**config.mk**
```make
export PLATFORM = sky130hd
export DESIGN_NAME = spc_stack
export DESIGN_NICKNAME = d
export VERILOG_FILES = /design/src/rtl/spc_stack.sv
export SDC_FILE = /design/constraint.sdc
export NUM_CORES = 1
export LEC_CHECK = 0
export ABC_AREA = 1
export BUFFER_PORTS_ARGS = -buffer_cell sky130_fd_sc_hd__buf_4
export CORE_UTILIZATION = 61
export DETAILED_ROUTE_END_ITERATION = 10
export PLACE_DENSITY_LB_ADDON = 0.05
export SETUP_SLACK_MARGIN = 0.15
export SLEW_MARGIN = 15
export SYNTH_ARGS = -nofsm -noshare
export SYNTH_HDL_FRONTEND = slang
export SYNTH_SLANG_ARGS = --single-unit
```
**constraint.sdc**
```tcl
create_clock -name clk -period 7.2 [get_ports clk]
set_input_delay 0 -clock clk [delete_from_list [all_inputs] [get_ports clk]]
set_output_delay 0 -clock clk [all_outputs]
set_load 0.02 [all_outputs]
```
**src/rtl/spc_stack.sv**
```systemverilog
// rtl/spc_stack.sv - parametrised subroutine-PC return stack with registered top and sticky errors
module spc_stack #(
  parameter int WIDTH      = 19,
  parameter int DEPTH_LOG2 = 5
) (
  input  logic                  clk,
  input  logic                  reset,
  input  logic                  state_fetch,
  input  logic                  push,
  input  logic                  pop,
  input  logic [WIDTH-1:0]      wdata,
  input  logic                  clr_err,
  output logic [WIDTH-1:0]      top,
  output logic [DEPTH_LOG2-1:0] ptr,
  output logic [DEPTH_LOG2:0]   count,
  output logic                  empty,
  output logic                  full,
  output logic                  ovf,
  output logic                  unf
);

  localparam int DEPTH = 1 << DEPTH_LOG2;
  localparam logic [DEPTH_LOG2:0] C_DEPTH = {1'b1, {DEPTH_LOG2{1'b0}}};
  localparam logic [DEPTH_LOG2:0] C_ONE   = {{DEPTH_LOG2{1'b0}}, 1'b1};

  logic [WIDTH-1:0]      r_mem [DEPTH];
  logic [WIDTH-1:0]      r_top;
  logic [DEPTH_LOG2-1:0] r_ptr;
  logic [DEPTH_LOG2:0]   r_count;
  logic                  r_ovf;
  logic                  r_unf;

  logic                  w_do_push;
  logic                  w_do_pop;
  logic                  w_do_repl;
  logic [DEPTH_LOG2-1:0] w_ptr_inc;
  logic [DEPTH_LOG2-1:0] w_ptr_dec;
  logic                  w_empty;
  logic                  w_full;
  logic                  w_wr_en;
  logic [DEPTH_LOG2-1:0] w_wr_addr;
  logic                  w_set_ovf;
  logic                  w_set_unf;

  // Decode the committed operation; nothing moves unless the fetch strobe is high.
  assign w_do_push = state_fetch & push & ~pop;
  assign w_do_pop  = state_fetch & pop  & ~push;
  assign w_do_repl = state_fetch & push & pop;

  // Pointer arithmetic wraps naturally at DEPTH_LOG2 bits.
  assign w_ptr_inc = r_ptr + 1'b1;
  assign w_ptr_dec = r_ptr - 1'b1;

  assign w_empty = (r_count == '0);
  assign w_full  = (r_count == C_DEPTH);

  // Push lands one above the current top; replace overwrites the top slot in place.
  assign w_wr_en   = ~reset & (w_do_push | w_do_repl);
  assign w_wr_addr = w_do_push ? w_ptr_inc : r_ptr;

  assign w_set_ovf = w_do_push & w_full;
  assign w_set_unf = w_do_pop & w_empty;

  // Array write port; contents deliberately survive reset.
  always_ff @(posedge clk) begin
    if (w_wr_en) begin
      r_mem[w_wr_addr] <= wdata;
    end
  end

  // Pointer, occupancy and registered top-of-stack.
  always_ff @(posedge clk) begin
    if (reset) begin
      r_ptr   <= '0;
      r_count <= '0;
      r_top   <= '0;
    end else if (w_do_push) begin
      r_ptr <= w_ptr_inc;
      r_top <= wdata;
      if (!w_full) begin
        r_count <= r_count + C_ONE;
      end
    end else if (w_do_pop) begin
      // The read sees pre-edge contents; a pop never writes, so no hazard.
      r_ptr <= w_ptr_dec;
      r_top <= r_mem[w_ptr_dec];
      if (!w_empty) begin
        r_count <= r_count - C_ONE;
      end
    end else if (w_do_repl) begin
      // Forward wdata rather than reading back the slot being written.
      r_top <= wdata;
      if (w_empty) begin
        r_count <= C_ONE;
      end
    end
  end

  // Sticky error flags: a set event beats a coincident clear.
  always_ff @(posedge clk) begin
    if (reset) begin
      r_ovf <= 1'b0;
      r_unf <= 1'b0;
    end else begin
      r_ovf <= w_set_ovf | (r_ovf & ~clr_err);
      r_unf <= w_set_unf | (r_unf & ~clr_err);
    end
  end

  assign top   = r_top;
  assign ptr   = r_ptr;
  assign count = r_count;
  assign empty = w_empty;
  assign full  = w_full;
  assign ovf   = r_ovf;
  assign unf   = r_unf;

endmodule
```
[Word level (Yosys, flattened, before mapping)]
Memory sizes are Yosys's and may differ from the RTL's.
Index checks and enable logic that the tools add are counted.
Cells by class
  equality and inequality tests: 3
  mux-type cells: 14
  $add $sub $neg: 4
  reduce and logical (&&, ||, !) cells: 5
  bitwise gates (word level): 17
Operators by type and width (number)
  $mux W19: 3
  $mux W6: 6
  $mux W5: 3
  $and A1 B1 Y1: 10
  $add A6 B1 Y6 const B: 1
  $eq A6 B6 Y1 const B: 1
  $logic_not A6 Y1: 1
  $reduce_bool A3 Y1: 2
  $sub A6 B1 Y6 const B: 1
  $add A5 B1 Y5 const B: 1
  $sub A5 B1 Y5 const B: 1
  $not A1 Y1: 4
  $reduce_and A4 Y1: 1
  $ne A3 B3 Y1 const B: 1
  $or A1 B1 Y1: 3
  $mux W1: 2
  $ne A2 B2 Y1 const B: 1
  $reduce_bool A2 Y1: 1
Word-level totals
  output and inout bits: 34
  bits of input ports: 25
  RAM bits: 608
  memories kept: 1
  bits in registers: 32
Memory list
  r_mem: words 32, bits a word 19, rd ports 1, clocked after memory_dff 0, write ports 1, line 26  | logic [WIDTH-1:0] r_mem [DEPTH];

[Longest topological paths before layout]
  depth in word-level cells: 6
  gate-level depth with buffers: 17
  mapped depth without buffers: 12

[Worst setup path after synthesis]
OpenSTA, ideal clock, no wires.
  path type: reg2reg
  start: reg r_ptr[0] (netlist: ptr[0])
  end: mem r_mem[24][0] (enable)
  library setup time: 0.395 ns
  cell stages (with the launch flop): 15
  arrival: 3.147 ns
  path buffers: 5
  clock period less this slack: 3.541 ns
  slack: 3.659 ns
  required time: 6.805 ns
  cell sequence: dfxtp_1 -> buf_2 -> inv_2 -> buf_2 -> buf_2 -> ha_1 -> buf_2 -> inv_2 -> buf_2 -> nor2_1 -> inv_1 -> o21ai_0 -> inv_1 -> nand3_1 -> nor2_1
On the way
  cells in the longest elaborated chain, start to end: 2
Ends and longest elaborated chain
  start: declaration: line 28  | logic [DEPTH_LOG2-1:0] r_ptr;
  start signal: assignment: line 78  | r_ptr <= w_ptr_inc;
  start signal: assignment: line 85  | r_ptr <= w_ptr_dec;
  $add A5 B1 Y5: line 51  | assign w_ptr_inc = r_ptr + 1'b1;
  $mux W5 *: line 59  | assign w_wr_addr = w_do_push ? w_ptr_inc : r_ptr;
  end: declaration: line 26
Mark *: on every way between the ends. The rest lies on a longest branch, timed or not.

[Final worst setup path]
  start: reg r_ptr[0] (netlist: ptr[0])
  end: mem r_mem[16][3] (enable)
The elaborated chain is that of the path after synthesis.

==> metrics.md <==
| Metric | Value |
|---|---|
| Max Cap Viol | `0` |
| Post-DRT Antenna Nets | `0` |
| Max-slew violation count | `0` |
| Worst Setup Start Kind | `flip-flop` |
| Mean routed wirelength per cell | `21.7 µm` |
| Post-route DRC | `0` |
| Most common cell on crit path | `inv_1` |
| Via count | `18,700` |
| Die Y | `213 µm` |
| Fin. Hold Viols | `0` |
| Routed vias/inst | `5.74` |
| Power share of the combinational group | `11.7%` |
| Drt pass-1 iters | `5` |
| Setup ws final | `2.85 ns` |
| I/O pin cnt | `59` |
| Final wirelength | `70,700 µm` |
| Arr. time, crit path | `4.60 ns` |
| Worst hold slack | `0.0366 ns` |
| Max-Slew Margin vs Limit | `23.4%` |
| Placed Area | `28,000 µm²` |
| Clk sinks | `640` |
| Setup tns final | `0 ns` |
| Status | `finished clean` |
| Synthesis-stage register bit count | `640` |
| Commonest non-fill, non-tap cell in the layout | `nand2_1` |
| Full die area | `45,400 µm²` |
| Reg power frac | `50.5%` |
| Vias in the first global route | `17,900` |
| Final Skew | `0.0259 ns` |
| # fillers | `3,254` |
| Die W | `213 µm` |
| Clk buf depth | `3` |
| RSZ-0062 raised after global routing | `false` |
| CTS tree | `done` |
| Clk network pwr share | `37.8%` |
| Clock-pin slew on the worst setup and hold paths | `0.06 ns` |
| Largest net degree at the start of global routing | `149` |
| Critical Path RT | `7.45 ns` |
| Post-synthesis cell area | `27,200 µm²` |
| Worst hold path type | `in -> reg` |
| Mapped Avg Cell Area | `10.4 µm²` |
| Most frequent cells in the layout | `nand2_1, edfxtp_1, nand3_1, inv_1, buf_4` |
| Total core area | `43,500 µm²` |
| Pleak | `0.0120 µW` |
| Synth Instances | `2,602` |
| Critical path class | `reg -> reg` |
| Crit-path cells | `inv_8 -> ha_4 -> inv_4 -> nor2_1 -> inv_1 -> o21ai_0 -> inv_1 -> nand3_1 -> nor2_2` |
| Diode count | `0` |
| GRT Resource Usage Total | `32.0%` |
| Worst-Skew Late Latency | `0.64 ns` |
| F_max | `230 MHz` |
| Initial Util | `62.5%` |
| Actual slew at the worst max-slew pin | `1.15 ns` |
| Internal cell power | `6090 µW` |
| Crit end category | `flip-flop` |
| Placer Congestion | `0.899` |
| Crit-path slowest cell | `nor2_2` |
| Switching power | `2080 µW` |
| Tmin final | `4.35 ns` |
| Number of port buffers | `58` |
| Worst path max stage delay | `1.11 ns` |
| Register area share after synthesis | `69.6%` |
| Post-synth net total | `2,634` |
| Initial antenna violation count | `2` |
| Final Setup Violations | `0` |
| VDD IR max | `0.000187 V` |
| Post-CTS sizing | `0` |
| Htree depth | `2` |
| First-pass GRT wire length | `105,000 µm` |
| Sw frac | `25.5%` |
| Share of layout cells above drive strength 1 | `7.70%` |
| Post-route design area | `30,100 µm²` |
| Cts bufs inserted | `61` |
| Initial DRC Count | `2,440` |
| Power Dens Cells | `271 nW/µm²` |
| Crit path max fanout | `148` |
| Area delta synth->final | `10.9%` |
| Dpl ws | `2.94 ns` |
| Num rows | `76` |
| Root buffer cell | `clkbuf_16` |
| Gr ovfl total | `0` |
| HPWL Detailed | `39,900 µm` |
| Yosys warns | `0` |
| Count of different cell masters after synthesis | `31` |
| Period utilization | `60.4%` |
| Final net count | `2,657` |
| Post-CTS Setup Repair Bufs | `0` |
| Hold Buf Count CTS | `25` |
-- through the flow --
step / utilization (%) / total power, µW / std cells
global placement: 64.3 / 5120 / 3122
floorplan: - / 4780 / 2602
global route: 69.3 / 8400 / 3260
detailed placement: 64.3 / 5130 / 3122
finish: 69.3 / 8170 / 3260
CTS: 69.3 / 8170 / 3260
-- worst max-delay path: cells and delay by family (launching register included) --
family                   cells  cell delay [ns]
AND/OR/NAND/NOR              3             1.86
adder cells (fa/ha/maj)      1             0.33
buffers and inverters        4             1.08
flip-flops                   1             0.45
AO/OA/AOI/OAI                1             0.15
-- logic make-up (layout without fill, tap and decap cells) --
| family | Yosys count | count (layout) | synth area share, % |
|---|---|---|---|
| buffers and inverters | 384 | 457 | 5.73 |
| AOI/OAI and AO/OA | 72 | 72 | 1.43 |
| xor gates and xnor gates | 6 | 6 | 0.193 |
| adders and majority gates | 7 | 7 | 0.322 |
| and+or+nand+nor | 1493 | 1493 | 22.7 |
| DFF | 640 | 640 | 69.6 |
-- routing by layer --
| layer | share of wire, % | GRT usage, % |
|---|---|---|
| met3 | 12 | 8.71 |
| met1 | 41 | 46.0 |
| met4 | 3.3 | 11.3 |
| met2 | 44 | 47.0 |
| met5 | 0.018 | 0 |
-- power by group through the flow --
stage	logic [µW]	registers, µW	clock network (µW)
floorplan	568	4210	0
global placement	914	4210	0
detailed placement	925	4210	0
CTS	940	4130	3100
global route	1040	4130	3240
finish	952	4130	3090
-- sequential cells by signal, indices dropped and copies added (netlist names) --
signal  count
count       6
ovf         1
ptr         5
r_mem     608
top        19
unf         1
-- Yosys cell counts --
library cell / number / area, µm²
o32ai_1: 1 / 8.76
xor2_1: 4 / 35.0
nor2_4: 1 / 11.3
buf_6: 1 / 11.3
nand2_1: 993 / 3730
nor2_1: 53 / 199
a32oi_1: 1 / 8.76
buf_4: 7 / 52.6
a21o_1: 1 / 7.51
buf_2: 66 / 330
o221ai_1: 1 / 8.76
o21ai_0: 31 / 155
inv_2: 5 / 18.8
dfxtp_1: 32 / 641
a211oi_1: 1 / 7.51
clkbuf_1: 48 / 180
xnor2_1: 2 / 17.5
ha_1: 7 / 87.6
edfxtp_1: 608 / 18300
nor3_2: 1 / 10.0
nor2_2: 3 / 18.8
nand4_1: 1 / 6.26
nor3_1: 3 / 15.0
o22ai_1: 1 / 6.26
o21ai_2: 1 / 8.76
inv_1: 240 / 901
nand3_1: 438 / 2190
o21ai_1: 2 / 10.0
buf_1: 17 / 63.8
a21oi_1: 30 / 150
a221oi_1: 2 / 17.5
-- path summary, 6_finish.rpt --
path | slack (ns) | cells after the start | start | endpoint
worst max-delay path | 2.85 | 9 | ptr[0] | r_mem[16][3]
worst min-delay path | 0.04 | 5 | state_fetch | ptr[2]
worst max register to register | 2.85 | 9 | ptr[0] | r_mem[16][3]
worst min register to register | 0.57 | 2 | count[4] | count[4]
-- layout make-up --
cell class              instances  area [µm²]  area share (%)
repair buffers                 99         806            2.67
inverters                     245         930            3.09
flip-flops and latches        640       18900            62.7
well taps                     585         732            2.43
clock inverters                19         116           0.386
clock buffers                  94        1800            5.98
multi-input cells            1578        6840            22.7
Note: power is estimated with default switching activity, not from simulation.
